===== config.mk =====
export PLATFORM = sky130hd
export DESIGN_NAME = pipe3_fetch_stage
export DESIGN_NICKNAME = d
export VERILOG_FILES = /design/src/rtl/pipe3_pkg.sv /design/src/rtl/pipe3_skid_buffer.sv /design/src/rtl/pipe3_fetch_stage.sv
export SDC_FILE = /design/constraint.sdc
export NUM_CORES = 1
export LEC_CHECK = 0
export ABC_AREA = 0
export BUFFER_PORTS_ARGS = -buffer_cell sky130_fd_sc_hd__buf_2
export CORE_MARGIN = 2
export CORE_UTILIZATION = 51
export CTS_CLUSTER_DIAMETER = 150
export DETAILED_ROUTE_END_ITERATION = 10
export GPL_TIMING_DRIVEN = 0
export PLACE_DENSITY = 0.82
export SLEW_MARGIN = 20
export SYNTH_ARGS = -nofsm -noshare
export SYNTH_HDL_FRONTEND = slang
export SYNTH_SLANG_ARGS = --single-unit

===== constraint.sdc =====
create_clock -name clk -period 2.4 [get_ports clk]
set_input_delay 0.72 -clock clk [delete_from_list [all_inputs] [get_ports clk]]
set_output_delay 0.72 -clock clk [all_outputs]
set_load 0.02 [all_outputs]

===== src/rtl/pipe3_pkg.sv =====
// Shared fetch-stage definitions: datapath width, reset PC, NOP encoding and the {pc, instr} bundle.
// Pure declarations; no logic, no latency, no flow control.
package pipe3_pkg;

    localparam int          XLEN     = 32;
    localparam logic [31:0] RESET_PC = 32'h0000_0000;
    localparam logic [31:0] NOP      = 32'h0000_0013;

    typedef struct packed {
        logic [XLEN-1:0] pc;
        logic [XLEN-1:0] instr;
    } fetch_bundle_t;

endpackage


===== src/rtl/pipe3_skid_buffer.sv =====
// One-entry output register plus one skid entry; in->out latency 1 cycle, full rate.
// Backpressure: in_ready drops while the skid holds data; flush empties both entries.
module pipe3_skid_buffer #(
    parameter int W = 64
) (
    input  logic         clk,
    input  logic         rst,
    input  logic         flush,
    input  logic         in_valid,
    output logic         in_ready,
    input  logic [W-1:0] in_data,
    output logic         out_valid,
    input  logic         out_ready,
    output logic [W-1:0] out_data
);

    logic         skid_valid;
    logic [W-1:0] skid_data;
    logic         out_take;

    assign out_take = !out_valid || out_ready;
    assign in_ready = !skid_valid;

    always_ff @(posedge clk or negedge rst) begin
        if (!rst) begin
            out_valid  <= 1'b0;
            out_data   <= '0;
            skid_valid <= 1'b0;
            skid_data  <= '0;
        end else if (flush) begin
            out_valid  <= 1'b0;
            skid_valid <= 1'b0;
        end else if (out_take) begin
            // Older skid data always drains ahead of anything arriving now.
            if (skid_valid) begin
                out_data   <= skid_data;
                out_valid  <= 1'b1;
                skid_valid <= in_valid;
                if (in_valid) skid_data <= in_data;
            end else begin
                out_valid <= in_valid;
                if (in_valid) out_data <= in_data;
            end
        end else if (in_valid) begin
            skid_data  <= in_data;
            skid_valid <= 1'b1;
        end
    end

endmodule


===== src/rtl/pipe3_fetch_stage.sv =====
// PC + sync-read imem fetch; issue to out_valid 2 cycles, 1 instr/cycle steady; redirect flushes.
// Stops issuing when a returning read could not be buffered. Optional FETCH_PERF_CNT_EN adds perf counters.
module pipe3_fetch_stage #(
    parameter int              XLEN     = pipe3_pkg::XLEN,
    parameter logic [XLEN-1:0] RESET_PC = XLEN'(pipe3_pkg::RESET_PC),
    parameter int              IMEM_AW  = 8
) (
    input  logic               clk,
    input  logic               rst,
    output logic               imem_en,
    output logic [IMEM_AW-1:0] imem_addr,
    input  logic [XLEN-1:0]    imem_rdata,
    input  logic               redirect_valid,
    input  logic [XLEN-1:0]    redirect_pc,
`ifdef FETCH_PERF_CNT_EN
    output logic [31:0]        perf_fetched,
    output logic [31:0]        perf_stall,
`endif
    output logic               out_valid,
    input  logic               out_ready,
    output logic [XLEN-1:0]    out_instr,
    output logic [XLEN-1:0]    out_pc
);

    logic [XLEN-1:0]   pc;
    logic [XLEN-1:0]   inflight_pc;
    logic              inflight;
    logic              buf_in_ready;
    logic              issue;
    logic [2*XLEN-1:0] buf_out;

    // A read is only issued when its return is guaranteed a free slot.
    assign issue     = rst && !redirect_valid && buf_in_ready
                       && !(inflight && out_valid && !out_ready);
    assign imem_en   = issue;
    assign imem_addr = pc[IMEM_AW+1:2];

    always_ff @(posedge clk or negedge rst) begin
        if (!rst) begin
            pc          <= RESET_PC;
            inflight    <= 1'b0;
            inflight_pc <= '0;
        end else if (redirect_valid) begin
            pc       <= redirect_pc & ~XLEN'(3);
            inflight <= 1'b0;
        end else begin
            inflight <= issue;
            if (issue) begin
                inflight_pc <= pc;
                pc          <= pc + XLEN'(4);
            end
        end
    end

    pipe3_skid_buffer #(.W(2*XLEN)) u_skid (
        .clk       (clk),
        .rst       (rst),
        .flush     (redirect_valid),
        .in_valid  (inflight),
        .in_ready  (buf_in_ready),
        .in_data   ({inflight_pc, imem_rdata}),
        .out_valid (out_valid),
        .out_ready (out_ready),
        .out_data  (buf_out)
    );

    assign {out_pc, out_instr} = buf_out;

`ifdef FETCH_PERF_CNT_EN
    // Redirects deliberately leave the counters untouched.
    always_ff @(posedge clk or negedge rst) begin
        if (!rst) begin
            perf_fetched <= '0;
            perf_stall   <= '0;
        end else begin
            if (out_valid && out_ready)  perf_fetched <= perf_fetched + 32'd1;
            if (out_valid && !out_ready) perf_stall   <= perf_stall + 32'd1;
        end
    end
`endif

endmodule


==> results of run 1 <==
## cell families (layout without fill, tap and decap cells)
logic type,after synthesis,count (layout),share of synthesized area [%]
AND/OR/NAND/NOR,176,176,10.7
AO/OA/AOI/OAI,114,114,7.99
XOR/XNOR,7,7,0.743
other,1,2,0.0455
buffers and inverters,59,244,3.32
adder cells (fa/ha/maj),1,1,0.152
flip-flops,187,187,56.7
multiplexers,156,156,20.3
## cell usage in the layout (no fill, tap or decap), types with 5 or more instances in the layout
master     netlist  layout
dfrtp_1        187     187
buf_2            3     137
mux2_2          93      93
nor2_1          82      81
mux2i_1         63      63
a21oi_1         63      63
clkbuf_1        31      28
buf_4           11      25
nand2_1         22      21
clkbuf_16        0      17
a31oi_1         14      14
nand3_1         14      13
o21ai_0         13      13
nand4_1         12      12
o31ai_1         11      11
or4_1           11      11
o311ai_0         7       7
buf_1            9       6
bufbuf_16        0       6
inv_6            0       5
## report_power, final
part           internal, mW  switching (mW)
sequential             3.76           0.411
clock                  1.38            1.27
combinational         0.780           0.961
total                  5.92            2.64
## critical path, cell delays in order
cell and delay, ps:
buf_16 130, buf_16 130, nor2b_2 130, buf_4 150, nand2_8 80, nor2_4 150
buf_4 170
## path summary, 6_finish.rpt
path / from / endpoint / slack (ps) / cells past startpoint
max reg2reg: pc[3]$_DFFE_PN0P_ / pc[30]$_DFFE_PN0P_ / 160 / 4
min in group clk: redirect_pc[4] / pc[4]$_DFFE_PN0P_ / 490 / 3
max in group asynchronous: rst / inflight_pc[15]$_DFFE_PN0P_ / 1710 / 2
min: rst / u_skid.skid_data[37]$_DFFE_PN0P_ / 100 / 1
min reg2reg: u_skid.skid_data[2]$_DFFE_PN0P_ / u_skid.skid_data[2]$_DFFE_PN0P_ / 510 / 1
max: rst / imem_en / 20 / 7
## state kept, by name (all words and copies together) (netlist names)
| signal | cells |
|---|---|
| u_skid.out_data | 62 |
| u_skid.skid_data | 62 |
| inflight_pc | 30 |
| pc | 30 |
| inflight | 1 |
| u_skid.out_valid | 1 |
| u_skid.skid_valid | 1 |
## timing repair
item | in CTS | in global routing
gates cloned | 6 | 0
gates resized for setup | 12 | 13
pin swaps | 2 | 1
buffers inserted | 6 | 5
setup endpoints to repair | 126 | 72
## metal layers
| metal | track usage (%) | part of all wire (%) | vias up |
|---|---|---|---|
| met5 | 0 | 0 | - |
| met4 | 6.82 | 1.6 | 0 |
| met3 | 5.56 | 6.9 | 33 |
| met2 | 38.0 | 47 | 267 |
| met1 | 33.8 | 45 | 3163 |
| li1 | - | - | 2869 |
## stage by stage
| step | cell area, um^2 | utilization [%] |
|---|---|---|
| detailed placement | 9250 | 58.4 |
| finish | 10100 | 64.0 |
| global route | 10100 | 64.0 |
| floorplan | 8260 | - |
| CTS | 10100 | 63.7 |
| global placement | 9210 | 58.2 |
## area by class of cell
| type | instances | area [um^2] | share of cell area (%) |
|---|---|---|---|
| Clock buffer | 19 | 443 | 4.37 |
| Buffer | 53 | 263 | 2.59 |
| Clock inverter | 13 | 108 | 1.06 |
| Multi-Input combinational cell | 456 | 3340 | 33.0 |
| Inverter | 4 | 15.0 | 0.148 |
| Sequential cell | 187 | 4680 | 46.2 |
| Tap cell | 216 | 270 | 2.67 |
| Timing Repair Buffer | 155 | 1020 | 10.0 |
==> summary.txt, run 1 <==
Synth
  – Post-synthesis sequential area ratio: 56.7%
  – Asr flop ratio synth: 100%
  – Top cells by area, synth: dfrtp_1 57%, mux2_2 13%, mux2i_1 7.6%
  – Synth Warn #: 0
  – Post-synth cell types: 46
  – Yosys top cell area share: 56.7%
  – Top_reg_cell synth: dfrtp_1
  – Yosys top cell by area: dfrtp_1
  – Number of flops mapped to enable cells by yosys: 0
  – Post-synthesis instance area: 8250 um^2
  – Mean Syn Cell Area: 11.8 um^2
  – Top-count cell post-synth: dfrtp_1
  – Most frequent cells after synthesis: 187 x dfrtp_1, 93 x mux2_2, 82 x nor2_1
  – Register bit total from synthesis: 187
  – Post-Syn Instances: 701

Routing
  – DRC viols: 0
  – Detailed Route WL: 20500 um
  – Avg WL per Cell: 18.5 um
  – DRT iter0 DRCs: 493
  – DR pass1 iterations: 8
  – Total number of vias: 6332
  – Via density: 5.74
  – Antenna viol nets, final: 0

Placed design
  – Pre-CTS setup slack: -1550 ps
  – Post-DP HPWL: 13000 um
  – I/O Buffers: 137
  – Final GP Congestion: 0.867
  – Cell count after placement: 1056

CTS
  – Clk sinks: 187
  – Worst-path clk slew: 60 ps
  – CTS Hold Bufs: 0
  – TritonCTS clock tree: done
  – Clock Latency Late Sink: 430 ps
  – CTS Root Cell: clkbuf_16
  – Clock H-tree levels: 4
  – Total CTS buffers: 17
  – Max Root-Sink Buffers: 2

Floorplan
  – Die area: 17200 um^2
  – Area of the core: 15800 um^2
  – Num ports: 142
  – Row cnt: 46
  – Die outline width: 131 um
  – Die Height: 131 um
  – Starting Density: 52.1%

GRT
  – Initial antenna violation count: 0
  – GRT overflow: 0
  – GRT Util Overall: 24.1%
  – First-pass GRT wire length: 32800 um
  – Largest net degree at the start of global routing: 49
  – Vias in the first global route: 6172

Setup path
  – Worst Setup End Kind: output port
  – Crit-path max FO: 13
  – Required time of the critical path: 1680 ps
  – WP data arrival: 1660 ps
  – CP Class: input pin to output port
  – Critical path launch point type: input pin

Layout
  – Layout cell share with drive strength beyond 1: 35.7%
  – Antenna Cells: 0
  – Synth-to-layout area growth: 22.9%
  – Fill cells: 1198
  – Final Instance Count excl. Fillers: 1103
  – Nets: 943

Run
  – MaxCap Viol Count: 0

Timing
  – Count of pins over their slew limit: 0
  – Worst Hold Margin: 99.6 ps
  – Tcrit/Tclk final: 99.1%
  – Final Critical Period: 2380 ps
  – Worst-Margin Slew: 772 ps
  – Fmax: 420 MHz
  – Slew margin rel.: 48.6%
  – TNS Setup: 0 ps
  – Final Hold Vio Count: 0
  – Final setup fails: 0
  – Layout Skew: 10.2 ps
  – Worst setup margin: 21.3 ps

Power and ir drop
  – IR drop worst, VDD: 0.000536 V
  – Static Leakage: 4.45 nW
  – Tot Pwr: 8.56 mW
  – Pwr/cell area: 845 nW/um^2

Hold path
  – Hold WC Path Type: input pin to async pin

Status
  – Status: complete, no violations
No activity file was read; power rests on OpenSTA's default activity.
==> run 2, diff against run 1 <==
--- a/config.mk
+++ b/config.mk
@@ -10,9 +10,12 @@
 export CORE_MARGIN = 2
 export CORE_UTILIZATION = 51
 export CTS_CLUSTER_DIAMETER = 150
+export CTS_CLUSTER_SIZE = 10
 export DETAILED_ROUTE_END_ITERATION = 10
 export GPL_TIMING_DRIVEN = 0
 export PLACE_DENSITY = 0.82
+export REMOVE_ABC_BUFFERS = 1
+export SKIP_CTS_REPAIR_TIMING = 1
 export SLEW_MARGIN = 20
 export SYNTH_ARGS = -nofsm -noshare
 export SYNTH_HDL_FRONTEND = slang
==> run 2 against run 1 <==
Net effect: the flow now finishes with violations (negative setup slack); cell count shrank 2.3%; critical path depth is 1 lower; fmax shrank 13%; first-iteration DRC count is 24% lower; worst setup slack worse by 340 ps.
==> summary.txt, run 2 (same netlist as run 1, synthesis figures left out) <==
Status
  – Status: finished with violations
  – Failing checks: negative setup slack

Run
  – MaxCap Viol Count: 0

Timing
  – RSZ-0062 raised after global routing: true
  – Worst-Margin Slew: 508 ps
  – Layout Skew: 10.6 ps
  – Tcrit/Tclk final: 113%
  – Worst setup margin: -320 ps
  – TNS Setup: -320 ps
  – Slew margin rel.: 65.8%
  – Worst Hold Margin: 124 ps
  – Final Hold Vio Count: 0
  – Fmax: 368 MHz
  – Count of pins over their slew limit: 0
  – Final Critical Period: 2720 ps
  – Final setup fails: 1

Placed design
  – Cell count after placement: 1026
  – Final GP Congestion: 0.779
  – Placed Area: 9250 um^2
  – Post-DP HPWL: 12100 um
  – Pre-CTS setup slack: -1440 ps
  – I/O Buffers: 137

Floorplan
  – Die Height: 131 um
  – Area of the core: 15800 um^2
  – Row cnt: 46
  – Die area: 17200 um^2
  – Num ports: 142
  – Die outline width: 131 um
  – Starting Density: 52.1%

Hold path
  – Hold WC Path Type: input pin to async pin

Layout
  – Area occupied by multi-input gates: 3340 um^2
  – Final core utilization: 64.2%
  – Nets: 917
  – Regs by FF count: u_skid.out_data x62, u_skid.skid_data x62
  – Reg area: 4680 um^2
  – Most frequent cells in the layout: 185 x dfrtp_1, 135 x buf_2, 93 x mux2_2, 81 x nor2_1
  – Fill cells: 1207
  – Layout cell share with drive strength beyond 1: 37.4%
  – Post-layout instance area: 10200 um^2
  – Commonest non-fill, non-tap cell in the layout: dfrtp_1
  – Final Instance Count excl. Fillers: 1078
  – Synth-to-layout area growth: 23.2%

CTS
  – Max Root-Sink Buffers: 2
  – Clock H-tree levels: 4
  – TritonCTS clock tree: done
  – Clk sinks: 187
  – Clock Latency Late Sink: 420 ps
  – Worst-path clk slew: 60 ps
  – Total CTS buffers: 17
  – CTS Root Cell: clkbuf_16

GRT
  – GRT Util Overall: 20.9%
  – Initial antenna violation count: 2
  – First-pass GRT wire length: 29200 um
  – Largest net degree at the start of global routing: 93
  – Vias in the first global route: 5770
  – GRT overflow: 0

Routing
  – Antenna viol nets, final: 0
  – Via density: 5.61
  – Total number of vias: 6048
  – Detailed Route WL: 18400 um
  – DRC viols: 0
  – DR pass1 iterations: 5
  – DRT iter0 DRCs: 377
  – Avg WL per Cell: 17.1 um

Power and ir drop
  – Pwr/cell area: 873 nW/um^2
  – Static Leakage: 4.45 nW
  – IR drop worst, VDD: 0.000544 V
  – Tot Pwr: 8.87 mW

Setup path
  – Required time of the critical path: 1680 ps
  – Crit-path max FO: 25
  – WP data arrival: 2000 ps
  – Worst Setup End Kind: output port
  – CP Class: input pin to output port
  – Critical path launch point type: input pin
run 2: cell count changes in the layout (fill, tap and decap cells not counted), sizes merged:
cell	change
clkbuf	-21
buf	+7
bufbuf	-6
inv	-6
clkinv	-5
bufinv	+4
diode	+2
clkinvlp	-1
nor2	+1
run 2: worst max-delay path: stages:
cell,delay (ps)
buf_16,180
buf_16,200
nor2b_4,240
nand2_4,150
nor2_4,300
buf_6,160
run 2: worst paths after layout:
kind,end,slack [ps],from,cells after the start
worst max-delay path,imem_en,-320,rst,6
max in group asynchronous,u_skid.skid_valid$_DFFE_PN0P_,1570,rst,3
worst min register to register,u_skid.skid_data[26]$_DFFE_PN0P_,500,u_skid.skid_data[26]$_DFFE_PN0P_,1
worst min-delay path,u_skid.skid_data[61]$_DFFE_PN0P_,120,rst,1
worst max register to register,pc[30]$_DFFE_PN0P_,130,pc[2]$_DFFE_PN0P_,4
min in group clk,pc[5]$_DFFE_PN0P_,500,redirect_pc[5],3
run 2: cell type report:
class	instances	share of cell area (%)
Sequential cell	187	46.1
Multi-Input combinational cell	457	32.9
Timing Repair Buffer	181	11.8
Clock buffer	26	5.11
Tap cell	216	2.66
Clock inverter	5	1.27
Inverter	4	0.172
Antenna cell	2	0.0492
run 2: routing by layer:
| metal | GRT usage (%) | part of all wire [%] |
|---|---|---|
| met5 | 0 | 0 |
| met4 | 7.07 | 1.6 |
| met3 | 4.71 | 6.2 |
| met2 | 33.0 | 47 |
| met1 | 28.9 | 45 |
run 2: power by group:
group          total [mW]  leakage [nW]  switching, mW  internal, mW
logic                1.67          1.90          0.924         0.751
clock network        3.05         0.317           1.14          1.91
registers            4.14          2.23          0.374          3.77
==> run 3, diff against run 2 <==
--- a/config.mk
+++ b/config.mk
@@ -7,6 +7,7 @@
 export LEC_CHECK = 0
 export ABC_AREA = 0
 export BUFFER_PORTS_ARGS = -buffer_cell sky130_fd_sc_hd__buf_2
+export CORE_ASPECT_RATIO = 1.25
 export CORE_MARGIN = 2
 export CORE_UTILIZATION = 51
 export CTS_CLUSTER_DIAMETER = 150
==> run 3 against run 2 <==
Net effect: the flow still finishes with violations (negative setup slack); cell count increased by 0.83%; largest power group unchanged; global-route usage down 0.56 points; power fell by 2.2%; largest cell class unchanged.
==> summary.txt, run 3 (same netlist as run 1, synthesis figures left out) <==
Status
  – Status: finished with violations
  – Failing checks: negative setup slack

Routing
  – Detailed Route WL: 18500 um
  – DRT iter0 DRCs: 435
  – Via density: 5.55
  – DR pass1 iterations: 5
  – DRC viols: 0
  – Avg WL per Cell: 17.1 um
  – Total number of vias: 6033
  – Antenna viol nets, final: 0

Timing
  – Final Hold Vio Count: 0
  – Final Critical Period: 2730 ps
  – Fmax: 366 MHz
  – RSZ-0062 raised after global routing: true
  – Final setup fails: 1
  – Layout Skew: 8.14 ps
  – Tcrit/Tclk final: 114%
  – Worst setup margin: -330 ps
  – Count of pins over their slew limit: 0

Setup path
  – R2R Path Start: pc[9]$_DFFE_PN0P_
  – Worst Setup End Kind: output port
  – Most common cell on crit path: buf_16
  – R2R Path End: pc[30]$_DFFE_PN0P_
  – Required time of the critical path: 1680 ps
  – Critical path launch point type: input pin
  – WP data arrival: 2010 ps
  – CP peak stage delay: 220 ps
  – Max stage delay cell, worst path: nor2b_4
  – Worst reg-to-reg setup slack: 50 ps
  – Crit-path max FO: 19
  – Ordered list of cells on the worst path: buf_16 -> buf_16 -> buf_16 -> nor2b_4 -> nand2_4 -> nor2_4 -> clkbuf_16 -> buf_8
  – CP Class: input pin to output port
  – Worst Reg-to-Reg Cells: 4

CTS
  – Max Root-Sink Buffers: 2
  – Clock H-tree levels: 4
  – TritonCTS clock tree: done
  – Clk sinks: 187
  – Clock Latency Late Sink: 430 ps
  – Total CTS buffers: 17
  – Worst-path clk slew: 60 ps
  – CTS Root Cell: clkbuf_16

Power and ir drop
  – Comb pwr share: 19.6%
  – Sw Share: 28.0%
  – Sw power: 2.43 mW
  – Clock network power share: 32.7%
  – P_int: 6.24 mW
  – Static Leakage: 4.52 nW
  – Pwr/cell area: 844 nW/um^2
  – Tot Pwr: 8.67 mW
  – Seq pwr share: 47.7%
  – IR drop worst, VDD: 0.000541 V

Floorplan
  – Die area: 17200 um^2
  – Die outline width: 118 um
  – Num ports: 142
  – Die Height: 146 um
  – Row cnt: 52
  – Area of the core: 16000 um^2
  – Starting Density: 51.5%

Layout
  – Synth-to-layout area growth: 24.6%
  – Layout cell share with drive strength beyond 1: 38.3%
  – Final core utilization: 64.2%
  – Commonest non-fill, non-tap cell in the layout: dfrtp_1
  – Nets: 930
  – Most frequent cells in the layout: 186 x dfrtp_1, 134 x buf_2, 93 x mux2_2, 81 x nor2_1
  – Regs by FF count: u_skid.out_data x62, u_skid.skid_data x62
  – Fill cells: 1250
  – Antenna Cells: 0

GRT
  – GRT Util Overall: 20.4%
  – Initial antenna violation count: 0
  – Vias in the first global route: 5556
  – First-pass GRT wire length: 28200 um
  – Largest net degree at the start of global routing: 74
  – GRT overflow: 0

Placed design
  – Post-DP HPWL: 11900 um
  – Final GP Congestion: 0.797
  – I/O Buffers: 137

Run
  – MaxCap Viol Count: 0

Hold path
  – Hold WC Path Type: input pin to async pin
## run 3: cell types whose count changed in the layout (fill, tap and decap cells not counted), moves of 2 or more
cell,change
clkbuf_8,-3
buf_4,+10
clkinv_2,+2
clkbuf_16,+5
diode_2,-2
## run 3: metrics by stage
| stage | setup TNS [ps] | setup slack [ps] | cells | instance area (um^2) | hold slack (ps) |
|---|---|---|---|---|---|
| 6_report | -330 | -330 | 1087 | 10300 | 104 |
| 3_5_place_dp | -116290 | -1920 | 1022 | 9230 | 493 |
| 4_1_cts | -57940 | -1920 | 1051 | 9820 | 177 |
| 5_1_grt | -420 | -405 | 1087 | 10300 | 86.3 |
| 3_3_place_gp | -1753230 | -10550 | 1000 | 8950 | 486 |
| 2_1_floorplan | -684980 | -6580 | 647 | 7990 | 424 |
## run 3: area by class of cell
type	instances	area, um^2	share of cell area, %
sequential	187	4680	45.6
multi-input combinational	456	3340	32.5
timing repair buffer	195	1380	13.4
clock buffer	22	474	4.61
tap	216	270	2.63
clock inverter	7	116	1.13
inverter	4	17.5	0.170
## run 3: routing by layer
| layer | part of all wire (%) | global-route usage, % | vias to the layer above | wire length [um] |
|---|---|---|---|---|
| met5 | 0 | 0 | - | 0 |
| met2 | 50 | 33.6 | 187 | 9210 |
| met3 | 4.4 | 4.45 | 26 | 807 |
| li1 | - | - | 2827 | - |
| met4 | 1.8 | 6.75 | 0 | 326 |
| met1 | 44 | 26.9 | 2993 | 8200 |
## run 3: power by group through the flow
| stage | logic (mW) | clock network [mW] | registers [mW] |
|---|---|---|---|
| detailed placement | 1.63 | 0 | 4.19 |
| floorplan | 0.743 | 0 | 4.45 |
| global placement | 1.58 | 0 | 4.16 |
| CTS | 1.64 | 2.90 | 4.14 |
| finish | 1.70 | 2.84 | 4.14 |
| global route | 1.85 | 3.04 | 4.22 |
## run 3: how the worst max path moves through the flow
| stage | from | end | slack (ps) | cells after the start |
|---|---|---|---|---|
| floorplan | u_skid.skid_valid$_DFFE_PN0P_ | u_skid.out_data[0]$_DFFE_PN0P_ | -6580 | 3 |
| CTS | rst | imem_en | -1920 | 8 |
| global placement | u_skid.skid_valid$_DFFE_PN0P_ | u_skid.out_data[7]$_DFFE_PN0P_ | -10550 | 3 |
| detailed placement | rst | imem_en | -1920 | 8 |
| global route | rst | imem_en | -410 | 8 |
| finish | rst | imem_en | -330 | 8 |
## run 3: critical path: cells and delay by family
kind	cells	cell delay, ps
buf+inv	5	740
simple gates	3	520
